File: config.mk
export PLATFORM = sky130hd
export DESIGN_NAME = fifo_btn_ctrl
export DESIGN_NICKNAME = d
export VERILOG_FILES = /design/src/rtl/fifo_btn_ctrl.sv
export SDC_FILE = /design/constraint.sdc
export NUM_CORES = 1
export LEC_CHECK = 0
export BUFFER_PORTS_ARGS = -buffer_cell sky130_fd_sc_hd__buf_2
export CAP_MARGIN = 0
export CORE_AREA = 5 5 101 103
export DETAILED_ROUTE_END_ITERATION = 10
export DIE_AREA = 0 0 106 108
export PLACE_DENSITY_LB_ADDON = 0.3
export SYNTH_ARGS = -nofsm -noshare
export SYNTH_HDL_FRONTEND = slang
export SYNTH_SLANG_ARGS = --single-unit
File: constraint.sdc
create_clock -name clk -period 4.6 [get_ports clk]
set_clock_uncertainty 0.05 [all_clocks]
set_input_delay 0.46 -clock clk [delete_from_list [all_inputs] [get_ports clk]]
set_output_delay 0.46 -clock clk [all_outputs]
set_load 0.02 [all_outputs]
File: src/rtl/fifo_btn_ctrl.sv
// Front-panel push/pop controller: debounced buttons become single-cycle FIFO
// strobes with hold-to-auto-repeat, overflow/underflow flags and op counters.

module fifo_btn_rpt #(
    parameter int DLY = 50_000_000,
    parameter int PER = 10_000_000
) (
    input  logic clk,
    input  logic rst_n,
    input  logic btn,
    output logic req
);
    localparam int MX = (DLY > PER) ? DLY : PER;
    localparam int TW = $clog2(MX);

    typedef enum logic [1:0] {ARM, IDLE, HOLD, RPT} state_t;

    state_t        st, st_nxt;
    logic [TW-1:0] tmr, tmr_nxt;

    always_ff @(posedge clk) begin
        if (!rst_n) begin
            st  <= ARM;
            tmr <= '0;
        end else begin
            st  <= st_nxt;
            tmr <= tmr_nxt;
        end
    end

    // Release is tested before expiry so letting go never yields a late repeat.
    always_comb begin
        st_nxt  = st;
        tmr_nxt = tmr;
        req     = 1'b0;
        case (st)
            ARM: begin
                if (!btn) st_nxt = IDLE;
            end
            IDLE: begin
                if (btn) begin
                    req     = 1'b1;
                    tmr_nxt = TW'(DLY - 1);
                    st_nxt  = HOLD;
                end
            end
            HOLD, RPT: begin
                if (!btn) begin
                    st_nxt = IDLE;
                end else if (tmr == '0) begin
                    req     = 1'b1;
                    tmr_nxt = TW'(PER - 1);
                    st_nxt  = RPT;
                end else begin
                    tmr_nxt = tmr - 1'b1;
                end
            end
            default: st_nxt = ARM;
        endcase
    end
endmodule

module fifo_btn_ctrl #(
    parameter int DW         = 8,
    parameter int REPEAT_DLY = 50_000_000,
    parameter int REPEAT_PER = 10_000_000,
    parameter int CNT_W      = 16
) (
    input  logic             clk,
    input  logic             rst_n,
    input  logic             push_btn,
    input  logic             pop_btn,
    input  logic [DW-1:0]    sw_data,
    input  logic             fifo_full,
    input  logic             fifo_empty,
    output logic             fifo_wr_en,
    output logic [DW-1:0]    fifo_wr_data,
    output logic             fifo_rd_en,
    output logic             err_ovf,
    output logic             err_udf,
    output logic [CNT_W-1:0] push_cnt,
    output logic [CNT_W-1:0] pop_cnt
);
    logic [1:0] btn, req;

    assign btn = {pop_btn, push_btn};

    for (genvar i = 0; i < 2; i++) begin : g_btn
        fifo_btn_rpt #(.DLY(REPEAT_DLY), .PER(REPEAT_PER)) u_rpt (
            .clk  (clk),
            .rst_n(rst_n),
            .btn  (btn[i]),
            .req  (req[i])
        );
    end

    logic push_ok, pop_ok;
    assign push_ok = req[0] & ~fifo_full;
    assign pop_ok  = req[1] & ~fifo_empty;

    always_ff @(posedge clk) begin
        if (!rst_n) begin
            fifo_wr_en   <= 1'b0;
            fifo_wr_data <= '0;
            fifo_rd_en   <= 1'b0;
            err_ovf      <= 1'b0;
            err_udf      <= 1'b0;
            push_cnt     <= '0;
            pop_cnt      <= '0;
        end else begin
            fifo_wr_en <= push_ok;
            fifo_rd_en <= pop_ok;
            if (push_ok) begin
                fifo_wr_data <= sw_data;
                push_cnt     <= push_cnt + 1'b1;
            end
            if (pop_ok) pop_cnt <= pop_cnt + 1'b1;
            if (req[0] & fifo_full)  err_ovf <= 1'b1;
            if (req[1] & fifo_empty) err_udf <= 1'b1;
        end
    end
endmodule

==> Word level (Yosys, flattened, before mapping) <==
Cells that the tools add are included.
{ "totals": {"in_bits": 14, "reg_bits": 100, "wordCells": 73, "output_inout_bits": 44} }
{ "op_classes": {"addsub": 4, "reduce_logical": 12, "bitwise_logic": 6, "eq_ne": 14, "n_mux": 26} }
{ "op_table": {"columns": ["op", "count"], "rows": [
  ["26-bit 2-to-1 mux", 6],
  ["26-bit case mux with 2 select lines", 2],
  ["26-bit logical NOT", 2],
  ["26-bit by 1-bit subtractor with 26-bit output, second input constant", 2],
  ["16-bit by 1-bit adder with 16-bit output, second input constant", 2],
  ["2-bit 2-to-1 mux", 8],
  ["2-bit inequality test, second input constant", 6],
  ["2-bit case mux with 3 select lines", 2],
  ["3-bit AND reduction", 4],
  ["2-bit == test, second input constant", 4],
  ["1-bit 2-to-1 mux", 6],
  ["3-bit by 2-bit inequality test with 1-bit output, second input constant", 2],
  ["1-bit AND", 4],
  ["2-bit by 1-bit == test with 1-bit output, second input constant", 2],
  ["2-bit logical NOT", 2],
  ["1-bit case mux with 2 select lines", 2],
  ["2-bit nonzero test", 2],
  ["2-bit OR reduction", 2],
  ["1-bit NOT", 2]
]} }

==> Depth between registers and ports, before layout <==
Gate-level depths: netlist (run 1).
{ "logic_depth": {"word_depth": 5, "depth_mapped": 9, "ltp_nobuf": 7} }

==> Hierarchy <==
A second synthesis (run 1) with hierarchy kept.
{ "hier_totals": {"hier_cells": 579, "hier_area_um2": 5021.1} }
{ "modules_own_cells": {"columns": ["mod", "cells_each", "n_inst", "area_each_um2", "seq_area_each_um2"], "rows": [
  ["fifo_btn_rpt", 185, 2, 1599.0, 560.5],
  ["fifo_btn_ctrl", 209, 1, 1823.0, 880.8]
]} }

==> Least setup slack after synthesis (run 1) <==
OpenSTA, ideal clock, no wires.
{ "synth_path": {"path_kind": "reg-to-reg", "startpoint": "reg g_btn[1].u_rpt.tmr[0]", "endpoint": "reg pop_cnt[10]", "stages_incl_launch_ff": 9, "required_time_ns": 4.480, "setup_time_ns": 0.070, "synth_period_minus_slack_ns": 2.510, "slack_ns": 2.090, "t_arrival_ns": 2.389, "cell_sequence": "dfxtp_1 inv_1 ha_1 or4b_2 nor3_2 a31oi_2 buf_6 or4_1 a21oi_1"} }
{ "synth_between": {"elab_chain_len": 5} }
{ "synth_rtl": {"columns": ["item", "line_no", "text"], "rows": [
  ["start, declared", "19", "logic [TW-1:0] tmr, tmr_nxt;"],
  ["start signal, assigned", "27", "tmr <= tmr_nxt;"],
  ["26-bit logical NOT", "50", "end else if (tmr == '0) begin"],
  ["1-bit 2-to-1 mux", "50", null],
  ["1-bit 2-to-1 mux", "48", "if (!btn) begin"],
  ["1-bit case mux with 2 select lines", "36", "case (st)"],
  ["1-bit AND", "99", "assign pop_ok = req[1] & ~fifo_empty;"],
  ["end signal, assigned", "117", "if (pop_ok) pop_cnt <= pop_cnt + 1'b1;"],
  ["end, declared", "82", "output logic [CNT_W-1:0] pop_cnt"]
]} }
No other way between the ends.
A chain may end at the register's enable or synchronous reset.

==> Worst setup path in the final report (run 1) <==
{ "layout_path": {"startpoint": "reg g_btn[1].u_rpt.tmr[0]", "endpoint": "reg pop_cnt[6]"} }
The elaborated chain is that of the path after synthesis.

==> impl_metrics.json, run 1 <==
{
  "postCtsSetupBuffers": 0,
  "drv_cap": 0,
  "gr-total-overflow": 0,
  "ys_seq_area_share_pct": 41.07,
  "cts_made_buffers": 9,
  "grt_first_pass_wirelength_mm": 19.52,
  "synthTopCellsByCount": "dfxtp_1, a21oi_1, nand2_1",
  "p_leak_uw": 0.001978,
  "finalSetupViolCount": 0,
  "finalCritPeriodShare_pct": 62.95,
  "crit_path_max_fanout": 42,
  "cts_resized": 0,
  "ys_warn_count": 0,
  "postSynthAreaPerCell_um2": 8.304,
  "whs_ns": 0.2736,
  "ant_nets": 0,
  "max_stage_delay_ns": 0.64,
  "crit_family": "simple AND/OR/NAND/NOR gates",
  "stdcell_count": 739,
  "cts-htree-levels": 3,
  "start_kind": "flip-flop",
  "core.rowCount": 35,
  "ctsHoldBuffers": 0,
  "antenna_found_initial": 0,
  "fmax_ghz": 0.3453,
  "io_buffers": 57,
  "syn_area_mm2": 0.004875,
  "via_count": 4544,
  "power.total_uw": 1926,
  "gp_congestion": 0.8816,
  "p_per_area_mw_per_mm2": 355.6,
  "synth_fp_nets": 605,
  "syn2layout_area_growth_pct": 11.14,
  "final.setup.worst_slack_ns": 1.704,
  "clock_latency_ns": 0.37,
  "clkTransAtPathRegs_ns": 0.10,
  "maxSlewHeadroom_pct": 21.95,
  "drive_gt1_share_pct": 15.13,
  "slew_violations": 0,
  "io_pins": 58,
  "critical_path.slowest_cell": "or4b_2",
  "hold_viol_final": 0,
  "clock_sinks": 100,
  "grt_use_total_pct": 20.15,
  "clockRootBuffer": "clkbuf_8",
  "cts_tree": "done",
  "die_width_um": 106,
  "synthCells": 587,
  "rsz0062_at_grt": "false",
  "first_pass_iters": 5,
  "viasPerCell": 6.149,
  "core_mm2": 0.009109,
  "status": "complete, no violations",
  "crit_chain": "inv_1 > ha_1 > or4b_2 > nor3_2 > a31oi_2 > buf_4 > or4_1 > a21oi_1",
  "synth.most_common_cell": "dfxtp_1",
  "grt_max_degree": 45,
  "min_period_ns": 2.896,
  "ys_ff_latch": 100,
  "critPathKind": "reg2reg",
  "multi_input_area_mm2": 0.002674,
  "synthFlopType": "dfxtp_1",
  "clock_path_buffers": 2,
  "initial_core_util_pct": 53.52,
  "yosysTopAreaCell": "dfxtp_1",
  "n_antenna_cell": 0,
  "synth_top_area_share_pct": 41.07,
  "wire_per_inst_um": 15.45,
  "cp-end-kind": "flip-flop",
  "wirelength_mm": 11.42,
  "yosys-top-cells-area": "dfxtp_1, a21oi_1, nand2_1, or4_1, o21ai_0",
  "seqCellArea_mm2": 0.002002,
  "synth_edf_count": 0,
  "place_inst": 723,
  "fillCellCount": 828,
  "fp.dieH_um": 108,
  "drt_iter0_markers": 260,
  "worstPathRequired_ns": 4.84,
  "finalNetCount": 641,
  "finalSetupTns_ns": 0,
  "hpwl_mm": 7.785,
  "hold_class": "in2reg",
  "async_flop_share_pct": 0,
  "cp_num_buf_inv": 2,
  "drc": 0,
  "cp_data_arrival_time_ns": 3.14,
  "pre_cts_ws_ns": 1.726,
  "grt_pass1_vias": 4350,
  "die_area_mm2": 0.01145,
  "ir_drop_v": 0.0002302,
  "worst_slew_pin_slew_ns": 1.171,
  "ys_types": 54,
  "r2r_slack_ns": 1.70
}
==> stage by stage <==
stage | util [%] | area [um^2]
global route | 59.48 | 5418
global placement | 57.02 | 5194
CTS | 59.48 | 5418
detailed placement | 57.02 | 5194
finish | 59.48 | 5418
floorplan | - | 4875
==> cells by family (layout without fill, tap and decap cells) <==
group	after synthesis	in the layout	share of synthesized area (%)
muxes	12	12	2.490
adders and majority gates	4	4	1.027
DFF	100	100	41.07
xor gates and xnor gates	27	27	4.851
and+or+nand+nor	246	246	27.64
buffers and inverters	50	91	4.158
AOI/OAI and AO/OA	148	148	18.76
==> sequential cells by signal (all words and copies together), names as in the netlist <==
name,count
err_ovf,1
g_btn.u_rpt.tmr,52
g_btn.u_rpt.st,4
fifo_wr_data,8
fifo_rd_en,1
err_udf,1
push_cnt,16
pop_cnt,16
fifo_wr_en,1
==> layout by cell type, fill, tap and decap left out, types with 2 or more instances in the layout <==
master	n
clkinv_2	2
buf_2	57
o21ai_0	29
nor4b_1	5
a21oi_1	59
a31oi_1	7
bufinv_16	2
or4_1	24
a32o_1	2
nor2b_1	2
or4b_2	2
o221a_2	4
a311oi_1	3
nor2_1	37
and3_1	8
o31ai_1	17
dfxtp_1	100
nand2_1	52
nand4_1	15
xnor2_1	17
ha_1	4
xor2_1	10
o21a_1	6
o41ai_1	2
clkbuf_8	10
nor3_1	24
mux2i_1	11
nor4_1	19
nand3_1	20
a211oi_1	3
inv_1	10
or3_1	20
o21ai_1	3
buf_4	7
o211ai_1	3
and2_1	4
nand2b_1	6
==> path summary, 6_finish.rpt <==
kind                         startpoint                   end  depth (start not counted)
hold reg to reg                 err_udf               err_udf                          2
setup reg to reg  g_btn[1].u_rpt.tmr[0]            pop_cnt[6]                          8
setup / recovery  g_btn[1].u_rpt.tmr[0]            pop_cnt[6]                          8
hold / removal                 push_btn  g_btn[0].u_rpt.st[0]                          2
==> layer usage <==
| layer | up-vias | share of wire (%) | global-route usage, % |
|---|---|---|---|
| li1 | 2243 | - | - |
| met1 | 2146 | 43 | 23.77 |
| met2 | 138 | 49 | 35.70 |
| met3 | 17 | 6.3 | 4.955 |
| met4 | 0 | 1.2 | 7.216 |
| met5 | - | 0 | 0 |
==> layout make-up <==
type	instances	area share, %
repair buffers	64	6.236
clock inverters	6	1.594
clock buffers	10	2.540
multi-input cells	437	49.35
well taps	111	2.564
flip-flops and latches	100	36.95
inverters	11	0.7621
==> power by group <==
group / switching [uW] / internal [uW]
sequential: 48.6 / 910
clock: 306 / 321
combinational: 214 / 127
(Power assumes the default switching activity.)
==> inputs of run 2 (changes only) <==
--- a/config.mk
+++ b/config.mk
@@ -5,11 +5,12 @@
 export SDC_FILE = /design/constraint.sdc
 export NUM_CORES = 1
 export LEC_CHECK = 0
+export ABC_AREA = 1
 export BUFFER_PORTS_ARGS = -buffer_cell sky130_fd_sc_hd__buf_2
 export CAP_MARGIN = 0
-export CORE_AREA = 5 5 101 103
+export CORE_AREA = 5 5 107 109
 export DETAILED_ROUTE_END_ITERATION = 10
-export DIE_AREA = 0 0 106 108
+export DIE_AREA = 0 0 112 114
 export PLACE_DENSITY_LB_ADDON = 0.3
 export SYNTH_ARGS = -nofsm -noshare
 export SYNTH_HDL_FRONTEND = slang
==> constraint.sdc (replaced) <==
create_clock -name clk -period 2.8 [get_ports clk]
set_clock_uncertainty 0.05 [all_clocks]
set_input_delay 0.28 -clock clk [delete_from_list [all_inputs] [get_ports clk]]
set_output_delay 0.28 -clock clk [all_outputs]
set_load 0.02 [all_outputs]
==> impl_metrics.json, run 2 <==
{
  "rr_endpoint": "push_cnt[1]",
  "seqCellArea_mm2": 0.002002,
  "largest_reg_flops": 52,
  "final_common_cell": "nand2_1",
  "gr-total-overflow": 0,
  "grt_max_degree": 41,
  "min_period_ns": 2.107,
  "wire_per_inst_um": 13.11,
  "fillCellCount": 1040,
  "antenna_found_initial": 0,
  "crit_family": "simple AND/OR/NAND/NOR gates",
  "cts_tree": "done",
  "grt_pass1_vias": 4869,
  "worstPathRequired_ns": 2.99,
  "top_register": "g_btn.u_rpt.tmr",
  "crit_chain": "inv_2 > ha_1 > nand3_1 > nor2_2 > buf_4 > nand3_4 > nand2_8 > nand3_4 > nand2_1 > a21oi_1",
  "finalSetupViolCount": 0,
  "fmax_ghz": 0.4747,
  "start_kind": "flip-flop",
  "clock_sinks": 100,
  "syn_area_mm2": 0.005515,
  "ir_drop_v": 0.0004573,
  "hold_class": "in2reg",
  "die_width_um": 112,
  "crit_cells": 10,
  "viasPerCell": 5.315,
  "final_cell_mix": "nand2_1, nor2_1, dfxtp_1",
  "yosys-top-cells-area": "dfxtp_1, nand2_1, nor2_1, nand4_1, a21oi_1",
  "cp_data_arrival_time_ns": 2.30,
  "async_flop_share_pct": 0,
  "clock_latency_ns": 0.39,
  "finalCritPeriodShare_pct": 75.24,
  "finalNetCount": 870,
  "fin_area_mm2": 0.006056,
  "clkTransAtPathRegs_ns": 0.10,
  "maxSlewHeadroom_pct": 47.04,
  "dpl_cell_area_mm2": 0.005831,
  "synth_fp_nets": 825,
  "gp_congestion": 0.9645,
  "drt_iter0_markers": 404,
  "cp_num_buf_inv": 2,
  "initial_core_util_pct": 52.49,
  "hpwl_mm": 8.996,
  "drc": 0,
  "status": "complete, no violations",
  "largestRegisters": "g_btn.u_rpt.tmr (52), pop_cnt (16), push_cnt (16)",
  "core.rowCount": 38,
  "max_stage_delay_ns": 0.34,
  "wirelength_mm": 13.07,
  "multi_input_area_mm2": 0.003060,
  "first_pass_iters": 5,
  "clockRootBuffer": "clkbuf_8",
  "fp.dieH_um": 114,
  "p_per_area_mw_per_mm2": 533.6,
  "slew_violations": 0,
  "hold_viol_final": 0,
  "grt_first_pass_wirelength_mm": 22.48,
  "ys_ff_latch": 100,
  "clock_path_buffers": 2,
  "whs_ns": 0.05962,
  "via_count": 5299,
  "cts_resized": 0,
  "yosysTopAreaCell": "dfxtp_1",
  "synth_top_area_share_pct": 36.30,
  "finalSetupTns_ns": 0,
  "ys_warn_count": 0,
  "cp-startpoint": "g_btn[0].u_rpt.tmr[0]",
  "grt_use_total_pct": 20.93,
  "ctsHoldBuffers": 0,
  "rsz0062_at_grt": "false",
  "io_pins": 58,
  "critical_path.slowest_cell": "dfxtp_1",
  "cp-endpoint": "push_cnt[1]",
  "synthTopCellsByCount": "nand2_1, nor2_1, dfxtp_1",
  "r2r_slack_ns": 0.69,
  "worst_slew_pin_slew_ns": 0.7896,
  "p_leak_uw": 0.002523,
  "postCtsSetupBuffers": 0,
  "synthFlopType": "dfxtp_1",
  "r2r_start": "g_btn[0].u_rpt.tmr[0]",
  "synth_edf_count": 0,
  "cts_made_buffers": 9,
  "io_buffers": 57,
  "cp-end-kind": "flip-flop",
  "ys_seq_area_share_pct": 36.30,
  "ant_nets": 0,
  "cts-htree-levels": 3,
  "core_mm2": 0.01051,
  "postSynthAreaPerCell_um2": 6.834,
  "critPathKind": "reg2reg",
  "crit_path_max_fanout": 26,
  "die_area_mm2": 0.01277,
  "r2r_cells": 10,
  "drive_gt1_share_pct": 13.19,
  "ys_types": 33,
  "synthCells": 807,
  "critical_path.most_common_cell": "nand3_4",
  "drv_cap": 0,
  "synth.most_common_cell": "nand2_1",
  "syn2layout_area_growth_pct": 9.800,
  "n_antenna_cell": 0
}
run 2: cell count changes after synthesis, moves of 14 or more:
cell	previous run	this run
clkbuf_1	34	13
inv_1	10	63
nand2_1	52	196
nand3_1	20	50
nand4_1	15	60
nor2_1	37	113
nor3_1	24	5
nor4_1	19	0
o31ai_1	17	0
or3_1	20	0
or4_1	24	0
xor2_1	10	24
run 2: worst min path at each step:
stage	to	startpoint	slack, ns	cells past startpoint
global route	g_btn[1].u_rpt.st[0]	pop_btn	0.06	2
finish	g_btn[1].u_rpt.st[0]	pop_btn	0.06	2
floorplan	g_btn[0].u_rpt.st[0]	push_btn	0.33	1
CTS	g_btn[0].u_rpt.st[0]	push_btn	0.04	2
detailed placement	fifo_wr_data[1]	fifo_wr_data[1]	0.40	2
global placement	err_udf	err_udf	0.39	1
run 2: per-layer routing:
metal | track usage, % | vias up | part of all wire, %
li1 | - | 2755 | -
met1 | 27.63 | 2404 | 48
met2 | 34.21 | 125 | 45
met3 | 5.570 | 15 | 5.7
met4 | 5.529 | 0 | 1.3
met5 | 0 | - | 0
run 2: cell families (layout without fill, tap and decap cells):
| family | Yosys count | after routing | synth area share, % |
|---|---|---|---|
| fa+ha+maj | 4 | 4 | 0.9075 |
| xor+xnor | 36 | 36 | 5.717 |
| compound gates | 114 | 114 | 10.93 |
| buf+inv | 99 | 149 | 8.212 |
| flops | 100 | 100 | 36.30 |
| simple gates | 454 | 454 | 37.93 |
run 2: layout make-up:
type	instances	area share (%)
inverters	70	4.339
clock inverters	6	1.446
well taps	140	2.893
repair buffers	63	5.455
multi-input cells	608	50.54
flip-flops and latches	100	33.06
clock buffers	10	2.273
run 2: worst reg2reg max path, cell delays in order (launching register included):
cell and delay, ns:
dfxtp_1 0.34, inv_2 0.06, ha_1 0.17, nand3_1 0.14, nor2_2 0.13, buf_4 0.19
nand3_4 0.16, nand2_8 0.20, nand3_4 0.29, nand2_1 0.16, a21oi_1 0.07
run 2: through the flow:
stage / power, uW / util, % / worst slack (ns) / cells
final: 3231 / 57.63 / 0.6933 / 997
after global routing: 3403 / 57.63 / 0.5034 / 997
after CTS: 3254 / 57.63 / 0.7102 / 997
after detailed placement: 2201 / 55.49 / 0.7329 / 981
after global placement: 2196 / 55.49 / 0.7664 / 981
after floorplan: 2078 / - / 1.130 / 807
run 2: power breakdown:
group | switching [uW] | internal [uW]
registers | 63.0 | 1490
logic | 427 | 205
clock network | 523 | 528
total | 1010 | 2220
